$ cat src/rtl/lzd_pipe.sv
// Pipelined leading-zero / redundant-sign-bit detector with normalising shift.
// The count is resolved combinationally at the input; the barrel shift is spread across the stages.
module lzd_pipe #(
  parameter int W           = 29,
  parameter int SHIFT_WIDTH = $clog2(W),
  parameter int STAGES      = 2,
  parameter int TAG_W       = 4
) (
  input  logic                   clk,
  input  logic                   rst,
  input  logic                   in_valid,
  output logic                   in_ready,
  input  logic [W-1:0]           in_data,
  input  logic                   in_mode,
  input  logic [TAG_W-1:0]       in_tag,
  output logic                   out_valid,
  input  logic                   out_ready,
  output logic [SHIFT_WIDTH:0]   out_shift,
  output logic [W-1:0]           out_norm,
  output logic                   out_zero,
  output logic [TAG_W-1:0]       out_tag
);

  localparam int LAST = STAGES - 1;

  logic [SHIFT_WIDTH-1:0] cnt;
  logic                   is_zero;
  logic [W-2:0]           sign_diff;
  logic                   accept;

  logic [STAGES-1:0]      st_valid;
  logic [W-1:0]           st_norm [STAGES];
  logic [SHIFT_WIDTH-1:0] st_amt  [STAGES];
  logic                   st_zero [STAGES];
  logic [TAG_W-1:0]       st_tag  [STAGES];

  logic [STAGES-1:0]      src_valid;
  logic [W-1:0]           src_norm [STAGES];
  logic [SHIFT_WIDTH-1:0] src_amt  [STAGES];
  logic                   src_zero [STAGES];
  logic [TAG_W-1:0]       src_tag  [STAGES];

  logic [STAGES-1:0]      move;
  logic                   chain;

  // Shift step j (by 2**j) belongs to exactly one stage, spreading steps evenly.
  function automatic logic [W-1:0] stage_shift(input logic [W-1:0] d,
                                               input logic [SHIFT_WIDTH-1:0] amt,
                                               input int s);
    logic [W-1:0] r;
    r = d;
    for (int j = 0; j < SHIFT_WIDTH; j++) begin
      if (((j * STAGES) / SHIFT_WIDTH) == s && amt[j]) r = r << (1 << j);
    end
    return r;
  endfunction

  always_comb begin
    is_zero   = (in_data == '0);
    sign_diff = '0;
    cnt       = '0;
    if (in_mode) begin
      for (int i = 0; i < W - 1; i++) sign_diff[i] = in_data[i] ^ in_data[W-1];
      cnt = SHIFT_WIDTH'(W - 1);
      for (int i = 0; i < W - 1; i++) begin
        if (sign_diff[i]) cnt = SHIFT_WIDTH'(W - 2 - i);
      end
    end else begin
      for (int i = 0; i < W; i++) begin
        if (in_data[i]) cnt = SHIFT_WIDTH'(W - 1 - i);
      end
    end
    if (is_zero) cnt = '0;
  end

  // A stage moves when its successor is empty or itself moving; walk from the output back.
  always_comb begin
    move  = '0;
    chain = out_ready;
    for (int s = LAST; s >= 0; s--) begin
      move[s] = chain;
      chain   = chain | ~st_valid[s];
    end
  end

  assign in_ready = ~rst & (~st_valid[0] | move[0]);
  assign accept   = in_valid & in_ready;

  always_comb begin
    src_valid[0] = accept;
    src_norm[0]  = in_data;
    src_amt[0]   = cnt;
    src_zero[0]  = is_zero;
    src_tag[0]   = in_tag;
    for (int s = 1; s < STAGES; s++) begin
      src_valid[s] = st_valid[s-1];
      src_norm[s]  = st_norm[s-1];
      src_amt[s]   = st_amt[s-1];
      src_zero[s]  = st_zero[s-1];
      src_tag[s]   = st_tag[s-1];
    end
  end

  // Payload only loads with a valid operand, so outputs keep the last result across bubbles.
  always_ff @(posedge clk) begin
    if (rst) begin
      st_valid <= '0;
      for (int s = 0; s < STAGES; s++) begin
        st_norm[s] <= '0;
        st_amt[s]  <= '0;
        st_zero[s] <= 1'b0;
        st_tag[s]  <= '0;
      end
    end else begin
      for (int s = 0; s < STAGES; s++) begin
        if (~st_valid[s] | move[s]) begin
          st_valid[s] <= src_valid[s];
          if (src_valid[s]) begin
            st_norm[s] <= stage_shift(src_norm[s], src_amt[s], s);
            st_amt[s]  <= src_amt[s];
            st_zero[s] <= src_zero[s];
            st_tag[s]  <= src_tag[s];
          end
        end
      end
    end
  end

  assign out_valid = st_valid[LAST];
  assign out_shift = {st_zero[LAST], st_amt[LAST]};
  assign out_norm  = st_norm[LAST];
  assign out_zero  = st_zero[LAST];
  assign out_tag   = st_tag[LAST];

endmodule
$ cat config.mk
export PLATFORM = sky130hd
export DESIGN_NAME = lzd_pipe
export DESIGN_NICKNAME = d
export VERILOG_FILES = /design/src/rtl/lzd_pipe.sv
export SDC_FILE = /design/constraint.sdc
export NUM_CORES = 1
export LEC_CHECK = 0
export CORE_MARGIN = 2
export CORE_UTILIZATION = 35
export DETAILED_ROUTE_END_ITERATION = 10
export HOLD_SLACK_MARGIN = 0.03
export PLACE_DENSITY = 0.57
export SYNTH_ARGS = -nofsm -noshare
export SYNTH_HDL_FRONTEND = slang
export SYNTH_SLANG_ARGS = --single-unit
$ cat constraint.sdc
create_clock -name clk -period 3.48 [get_ports clk]
set_clock_uncertainty 0.15 [all_clocks]
set_input_delay 0.696 -clock clk [delete_from_list [all_inputs] [get_ports clk]]
set_output_delay 0.696 -clock clk [all_outputs]
set_load 0.05 [all_outputs]
==> flow_summary.toml, run 1 <==
[synth]
synthArstFlopShare_pct = 0
synth_edf_count = 78
synth-seq-cells = 80
syn_area_per_cell_sq_um = 9.135
synth-seq-area-share_pct = 40.43
syn_area_sq_um = 5892
synth_ff_type = "edfxtp_1"
ys_types = 79
ys_warn_count = 0
synth_cells = 645
syn_nets = 683

[drt]
num_vias = 5949
dr.pass1.iters = 5
remaining_drc_errors = 0
initialDrtViolationCount = 297
ant_nets = 0
viasPerCell = 5.453
wl_per_cell_um = 17.63
routed_wl_um = 19240

[place]
port_buffers = 79
gp_congestion = 0.9230
dp_slack_ps = -859.9
postPlaceCellArea_sq_um = 7945
hpwlAfterDp_um = 14700

[finish]
register_area_sq_um = 2382
syn2layout_area_growth_pct = 51.39
multi_input_area_sq_um = 3575
final_nets = 904
antenna_cells = 0
drive_above_1_share_pct = 33.52
layout_common_cells = "buf_4 (164), edfxtp_1 (78), nor2_1 (63)"
finalInstanceArea_sq_um = 8920
final_common_cell = "buf_4"
fillCellCount = 1477
fin_util_pct = 53.98

[die]
core_area_sq_um = 16520
die_y_um = 133.7
placement_rows = 47
dieArea_sq_um = 17890
io_pins = 80
fp.dieW_um = 133.7
start_util_pct = 35.66

[global_routing]
grt_pass1_wl_um = 29280
overflow = 0
grt_pass1_vias = 5627
grt_use_total_pct = 20.68
grt_max_degree = 37
antenna_found_initial = 0

[critical_path]
critical_path.startpoint_type = "primary input"
arrival_ps = 3310
critPathKind = "in2reg"
cp_data_required_time_ps = 3380
crit_fanout = 16
end_kind = "register"

[status]
status = "completed"

[timing]
fmax_mhz = 293.4
finalHoldViolations = 0
setup_viol = 0
min_period_ps = 3408
max-slew-margin-rel_pct = 41.58
fin_ws_ps = 71.98
worst_pin_slew_ps = 876.3
period_share_pct = 97.93
finalMaxSlewViolations = 0
fin_setup_tns_ps = 0

[clocking]
cts_sinks = 80
cts_tree = "done"
path_clk_slew_ps = 50
cts_hold_buf = 0
clk_latency_ps = 320
cts.path.max_buffers = 2
cts_max_level = 3
cts_buffers = 9
cts_root_buffer = "clkbuf_16"

[min_path]
worstHoldPathType = "reg2reg"

[job]
cap_violations = 0

[pwr]
cellPowerDensity_nw_per_um2 = 335.5
vdd_drop_max_mv = 0.2360
p_leak_nw = 3.530
[report_power, final]
group          internal, mW  switching (mW)  total [mW]
Combinational         0.436           0.563       0.998
Sequential             1.16          0.0361        1.19
Clock                 0.482           0.319       0.801
Total                  2.07           0.918        2.99
[per-stage QoR]
stage | std cells | total power [mW] | hold WS (ps)
floorplan | 645 | 1.727 | 346.7
global placement | 1047 | 2.089 | 354.0
detailed placement | 1047 | 2.093 | 356.4
CTS | 1079 | 2.938 | 369.5
global route | 1091 | 3.122 | 374.2
finish | 1091 | 2.993 | 366.6
[what timing repair did]
action,CTS,global route
pin swaps,19,31
setup buffers,15,10
setup endpoints to repair,29,28
gates cloned,1,4
resized for setup,54,85
[synth_stat cells (all sizes together), types with 3 or more instances]
cell     number  share of area, %
buf          29               3.1
o221ai        8               1.3
nand3        17               1.4
or2           3              0.32
o22ai         4              0.42
o22a          8               1.2
a211oi       16               2.1
and3         10               1.1
nand2b        8              0.85
inv          20               1.3
nor2         67               4.7
o21ai        57               4.8
o2111ai      10               1.5
a31oi         3              0.32
a21oi        33               2.8
nand2        38               2.4
nor2b        14               1.5
nor4          9               1.2
clkbuf       29               1.8
o21a          3              0.38
edfxtp       78                40
nand4         7              0.74
a21boi        7              0.89
or4           6              0.89
a21o          5              0.64
a221o         8               1.4
and2         25               2.7
mux2i        38               6.5
a2111oi       4               1.0
a211o         3              0.45
nor3         35               3.0
mux2          6               1.1
[cells by family after synthesis]
family,Yosys count,share of synthesized area [%]
and+or+nand+nor,245,21.66
xor gates and xnor gates,1,0.1487
AOI/OAI and AO/OA,197,23.91
buffers and inverters,78,6.243
DFF,80,40.43
muxes,44,7.602
[layout make-up]
type | instances | share of cell area (%)
clock buffers | 13 | 2.693
clock inverters | 3 | 0.2104
inverters | 20 | 0.8416
multi-input cells | 488 | 40.08
flip-flops and latches | 80 | 26.71
well taps | 220 | 3.086
repair buffers | 267 | 26.39
[flip-flops by register name, summed over array words and instances (netlist names)]
signal and count:
st_zero 2, st_amt 10, st_tag 8, st_norm 58, st_valid 2
[final timing paths]
path | start | endpoint | slack, ps | cells past startpoint
setup reg to reg | st_valid[1]$_SDFFE_PP0P_ | st_norm[0][22]$_SDFFCE_PP0P_ | 1080 | 10
hold / removal | st_tag[0][0]$_SDFFCE_PP0P_ | st_tag[0][4]$_SDFFCE_PP0P_ | 370 | 1
setup / recovery | in_data[28] | st_norm[0][28]$_SDFFCE_PP0P_ | 70 | 12
hold reg to reg | st_tag[0][0]$_SDFFCE_PP0P_ | st_tag[0][4]$_SDFFCE_PP0P_ | 370 | 1
[critical path: stages]
cell and delay [ps]:
dlygate4sd2_1 310, or4_4 530, mux2i_1 170, nor3_1 70, buf_4 170, a211oi_4 330
o221a_4 290, buf_12 150, buf_4 130, nor3_1 60, o21ai_0 260, o221ai_2 150
[metal layers]
layer / vias to the layer above / routed length, um / global-route usage, % / share of wire, %
met5: - / 0 / 0 / 0
met4: 0 / 994 / 10.05 / 5.2
met3: 51 / 1087 / 2.283 / 5.7
met2: 278 / 9307 / 34.87 / 48
met1: 2725 / 7846 / 26.45 / 41
li1: 2895 / - / - / -
No activity file was read; power rests on OpenSTA's default activity.
==> run 2: changes to the inputs <==
--- a/config.mk
+++ b/config.mk
@@ -5,6 +5,7 @@
 export SDC_FILE = /design/constraint.sdc
 export NUM_CORES = 1
 export LEC_CHECK = 0
+export ABC_CLOCK_PERIOD_IN_PS = 3480
 export CORE_MARGIN = 2
 export CORE_UTILIZATION = 35
 export DETAILED_ROUTE_END_ITERATION = 10
==> results of run 2 <==
The final DEF is identical to that of run 1; final timing and power are the same.
